File: config.mk
export PLATFORM = sky130hd
export DESIGN_NAME = fetch
export DESIGN_NICKNAME = d
export VERILOG_FILES = /design/src/rtl/cpu_pkg.sv /design/src/rtl/fetch.sv
export SDC_FILE = /design/constraint.sdc
export NUM_CORES = 1
export LEC_CHECK = 0
export ABC_AREA = 1
export CORE_MARGIN = 4
export CORE_UTILIZATION = 51
export CTS_CLUSTER_DIAMETER = 40
export DETAILED_ROUTE_END_ITERATION = 12
export GPL_TIMING_DRIVEN = 0
export HOLD_SLACK_MARGIN = 0.12
export PLACE_DENSITY = 0.88
export RECOVER_POWER = 100
export SKIP_CTS_REPAIR_TIMING = 1
export SYNTH_ARGS = -nofsm -noshare
export SYNTH_HDL_FRONTEND = slang
export SYNTH_SLANG_ARGS = --single-unit
File: constraint.sdc
create_clock -name clk -period 4.64 [get_ports clk]
set_input_delay 1.16 -clock clk [delete_from_list [all_inputs] [get_ports clk]]
set_output_delay 1.16 -clock clk [all_outputs]
set_load 0.01 [all_outputs]
File: src/rtl/cpu_pkg.sv
// cpu_pkg: shared opcode constants, fetch state and output types, stop-detect helper
package cpu_pkg;
   localparam logic [5:0] OP_SPECIAL = 6'b000000;
   localparam logic [5:0] FUNC_STOP = 6'b111110;
   localparam logic [31:0] INST_NOP = 32'h0;
   localparam int PC_W = 10;
   typedef enum logic [1:0] {IDLE, RUN, HALT} fetch_state_t;
   typedef struct packed {
      logic [PC_W-1:0] pc;
      logic [31:0] inst;
      logic valid;
   } fetch_out_t;
   function automatic logic is_stop(input logic [31:0] i);
      return (i & 32'hFC00_003F) == {OP_SPECIAL, 20'h0, FUNC_STOP};
   endfunction
endpackage

File: src/rtl/fetch.sv
// fetch: owns the PC, reads the 1-cycle instruction BRAM and hands {pc, inst, valid} to decode
module fetch
   import cpu_pkg::*;
#(
   parameter int INST_SIZE = 10,
   parameter logic [INST_SIZE-1:0] RESET_PC = '0
) (
   input logic clk,
   input logic rst,
   input logic start,
   input logic stall,
   input logic redirect,
   input logic [INST_SIZE-1:0] redirect_pc,
   output logic [INST_SIZE-3:0] imem_addr,
   output logic imem_en,
   input logic [31:0] imem_rdata,
   output logic [INST_SIZE-1:0] pc,
   output logic [31:0] inst,
   output logic valid,
   output logic halted,
   output logic [31:0] fetch_count
);
   fetch_state_t state;
   logic [INST_SIZE-1:0] pc_reg, pc_d1;
   logic inflight, stop, take;
   assign imem_en = state == RUN && (!stall || redirect);
   assign imem_addr = pc_reg[INST_SIZE-1:2];
   assign stop = inflight && is_stop(imem_rdata);
   // a redirect landing on the stop word squashes it, so no halt and no delivery
   assign take = inflight && !(stop && redirect);
   always_ff @(posedge clk) begin
      if (rst) begin
         state <= IDLE;
         pc_reg <= RESET_PC;
         pc_d1 <= '0;
         inflight <= 1'b0;
         pc <= '0;
         inst <= INST_NOP;
         valid <= 1'b0;
         halted <= 1'b0;
         fetch_count <= '0;
      end else if (state != RUN) begin
         pc <= '0;
         inst <= INST_NOP;
         valid <= 1'b0;
         if (state == IDLE && start) begin
            state <= RUN;
            pc_reg <= RESET_PC;
         end
      end else if (imem_en) begin
         pc_d1 <= pc_reg;
         inflight <= !redirect && !stop;
         pc_reg <= redirect ? (redirect_pc & ~INST_SIZE'(3)) : pc_reg + INST_SIZE'(4);
         pc <= pc_d1;
         inst <= take ? imem_rdata : INST_NOP;
         valid <= take;
         fetch_count <= fetch_count + 32'(take);
         if (stop && !redirect) begin
            state <= HALT;
            halted <= 1'b1;
         end
      end
   end
endmodule

# Word level (Yosys, flattened, before mapping)
# Index checks and enable logic that the tools add are counted.
# totals
out_inout_bits	85
elab_cells	45
register_bits	99
in_bits	47
# op_classes
bitwise	1
reduce_logical	20
n_addsub	2
muxes	9
n_eq_ne	4
# op_table
operator	count
2-to-1 mux 10 bit	4
adder 32 x 1 -> 32 bit	1
2-to-1 mux 32 bit	1
== test 12 x 6 -> 1 bit, second input constant	1
adder 10 x 3 -> 10 bit, second input constant	1
2-to-1 mux 2 bit	4
logical AND 1 bit	7
AND reduction 3 bit	2
logical NOT 1 bit	4
inequality test 2 x 1 -> 1 bit, second input constant	2
AND reduction 2 bit	2
nonzero test 2 bit	2
== test 2 x 1 -> 1 bit, second input constant	1
logical NOT 2 bit	1
OR reduction 2 bit	1
logical OR 1 bit	1
NOT 1 bit	1

# Longest topological paths before layout
# logic_depth
ltp_word	6
ltp_mapped	16
depth_no_buf	16

# Least setup slack after synthesis
# No wires, ideal clock.
# synth_path
path_type	input port to output port
start	in redirect
end	out imem_en
cell_stages	4
required_ns	3.480
setup_slack_ns	1.710
n_path_buf	2
t_arrival_ns	1.770
path_cell_list	buf_4 -> nor2_1 -> nor2_4 -> buf_2
# synth_between
elab_chain_cells	2
# synth_rtl
element	line	rtl
start, declared	fetch.sv:12	input logic redirect,
logical OR 1 bit	fetch.sv:26	assign imem_en = state == RUN && (!stall || redirect);
logical AND 1 bit	fetch.sv:26	
end, declared	fetch.sv:15	output logic imem_en,
# Every way passes these cells.

# Final worst setup path
# layout_path
start	in stall
end	out imem_en
# layout_between
elab_chain_cells	3
# layout_rtl
element	line	rtl
start, declared	fetch.sv:11	input logic stall,
logical NOT 1 bit	fetch.sv:26	
logical OR 1 bit	fetch.sv:26	
logical AND 1 bit	fetch.sv:26	
# Every way passes these cells.

==> flow_metrics.tcl <==
set metrics [dict create \
    status "finished clean" \
    coreArea_mm2 0.00826 \
    crit_buf_inv 4 \
    wire_per_inst_um 15.3 \
    clk_pin_slew_worst_paths_ps 100 \
    tightestPinTransition_ps 796 \
    critPathMaxStageDelay_ps 580 \
    final_common_cell "nand2_1" \
    slew_viol_final 0 \
    critPathRequiredTime_ps 3480 \
    multi_input_area_mm2 0.00206 \
    crit_fanout 10 \
    grt_pass1_wl_um 20700 \
    period_needed_ps 4130 \
    hp-class "reg2reg" \
    htreeDepth 3 \
    leakage_nw 2.35 \
    cap_viol_max_count 0 \
    ant_nets 0 \
    place.gp.congestion 0.905 \
    syn_area_mm2 0.00434 \
    diodes 0 \
    fmax_mhz 242 \
    cts_tree "built" \
    antenna_found_initial 0 \
    ys_ff_latch 93 \
    timing_hold_violations_final 0 \
    cts.sinks 93 \
    post-route-util 0.715 \
    crit_family "buffers and inverters" \
    slew_headroom 0.467 \
    grt_pass1_vias 4324 \
    drt_pass1_iterations 4 \
    critPathKind "in2out" \
    grt_max_degree 17 \
    ir_worst_vdd_uv 164 \
    routed_via_density 5.40 \
    rsz0062_at_grt "no" \
    fin_crit_sh 0.889 \
    most-common-layout-cells "nand2_1 (140), dfxtp_1 (93), dlygate4sd3_1 (84), nor2_1 (80), a21oi_1 (72)" \
    final_cells 855 \
    worstPathArrival_ps 2970 \
    p_per_area_mw_per_mm2 283 \
    area_delta_synth_final_pct 36.0 \
    clk_latency_ps 370 \
    ys_seq_area_frac 0.429 \
    drc_errors 0 \
    cp_slowest_cell "clkdlybuf4s50_1" \
    start_kind "input pin" \
    cts.path.max_buffers 2 \
    drive_gt1_frac 0.0520 \
    finClkSkew_ps 11.4 \
    finalSetupViolations 0 \
    vias 4621 \
    regArea_mm2 0.00186 \
    worstPathCellList "dlygate4sd3_1 -> inv_1 -> nor2_1 -> nor2_4 -> buf_2 -> clkdlybuf4s50_1" \
    grt-ovfl-total 0 \
    ys_warn_count 0 \
    synth_area_per_cell_um2 7.15 \
    fp-row-count 33 \
    dp_hpwl_um 9820 \
    die_x_um 100 \
    dp.cells 839 \
    ys_types 35 \
    nets 796 \
    syn_inst 607 \
    end_kind "output pin" \
    cts_root_buf "clkbuf_8" \
    numCtsBuffers 9 \
    wirelength_um 13100 \
    fillCellCount 677 \
    initial_core_util 0.526 \
    fp.dieArea_mm2 0.0101 \
    boundaryPins 132 \
    die_h_um 100 \
    gr-usage-all-layers 0.255 \
    port_buffers 126 \
    initialDrtViolationCount 261 \
    tns_ps 0 \
]
-- worst min-delay path, delay by kind of cell (launching register included) --
kind | cells | cell delay (ps)
AOI/OAI and AO/OA | 1 | 50
and+or+nand+nor | 1 | 60
DFF | 1 | 320
-- report_power, final --
group	internal [mW]	switching, mW
clock network	0.378	0.305
logic	0.0699	0.0947
registers	0.811	0.0116
total	1.26	0.411
-- through the flow --
| step | cell area, um2 | setup WS, ps | total power [mW] | hold slack, ps |
|---|---|---|---|---|
| finish | 5910 | 515 | 1.67 | 462 |
| global route | 5910 | 432 | 1.71 | 488 |
| CTS | 5990 | 617 | 1.67 | 467 |
| detailed placement | 5740 | 618 | 1.01 | 449 |
| global placement | 5740 | 654 | 1.00 | 439 |
| floorplan | 4350 | 1710 | 0.924 | 430 |
-- routing by layer --
metal	global-route usage	up-vias	wire length, um
li1	-	2285	-
met1	0.328	2125	5540
met2	0.432	189	6290
met3	0.0473	22	1050
met4	0.0808	0	245
met5	0	-	0
-- final cells by class --
| class | instances | share of cell area |
|---|---|---|
| buffer | 32 | 0.0239 |
| clock buffer | 10 | 0.0233 |
| clock inverter | 6 | 0.0197 |
| inverter | 52 | 0.0331 |
| multi-input combinational | 431 | 0.349 |
| sequential | 93 | 0.315 |
| tap | 105 | 0.0222 |
| timing repair buffer | 126 | 0.214 |
-- logic make-up (layout without fill, tap and decap cells) --
| kind of cell | count (synthesis) | in the layout | share of synthesized area |
|---|---|---|---|
| compound gates | 107 | 107 | 0.128 |
| xor+xnor | 8 | 8 | 0.0161 |
| fa+ha+maj | 4 | 4 | 0.0115 |
| buf+inv | 84 | 226 | 0.0798 |
| flops | 93 | 93 | 0.429 |
| other cells | 1 | 2 | 0.000864 |
| simple gates | 310 | 310 | 0.335 |
-- Yosys cell counts --
cell type | instances | area share
o21ai_1 | 2 | 0.0023
and3_1 | 2 | 0.0029
xnor2_1 | 2 | 0.0040
nor2_1 | 75 | 0.065
nand3_2 | 2 | 0.0046
nand3_1 | 24 | 0.028
nand2_1 | 138 | 0.12
a211oi_1 | 5 | 0.0086
xor2_1 | 6 | 0.012
nor2_4 | 4 | 0.010
nor3_1 | 5 | 0.0058
a21o_1 | 1 | 0.0017
nor2_8 | 1 | 0.0046
nand4_1 | 43 | 0.062
buf_2 | 16 | 0.018
o21ai_0 | 24 | 0.028
nand2_4 | 1 | 0.0026
dfxtp_1 | 93 | 0.43
nand2_2 | 4 | 0.0058
nor3_4 | 2 | 0.0075
nor3b_1 | 1 | 0.0017
inv_2 | 3 | 0.0026
buf_4 | 3 | 0.0052
o211ai_1 | 1 | 0.0017
a21oi_1 | 72 | 0.083
nand3_4 | 1 | 0.0040
nor2_2 | 4 | 0.0058
ha_1 | 4 | 0.012
o21a_1 | 1 | 0.0017
a31oi_1 | 1 | 0.0014
clkbuf_1 | 9 | 0.0078
conb_1 | 1 | 0.00086
buf_1 | 4 | 0.0035
inv_1 | 49 | 0.042
nand3b_1 | 3 | 0.0052
-- worst paths after layout --
check | from | endpoint | slack, ps | cells past startpoint
setup / recovery | stall | imem_en | 510 | 6
hold reg to reg | pc_d1[5] | pc[5] | 460 | 2
setup reg to reg | inflight | fetch_count[26] | 1760 | 15
hold / removal | pc_d1[5] | pc[5] | 460 | 2
Note: power is estimated with default switching activity, not from simulation.
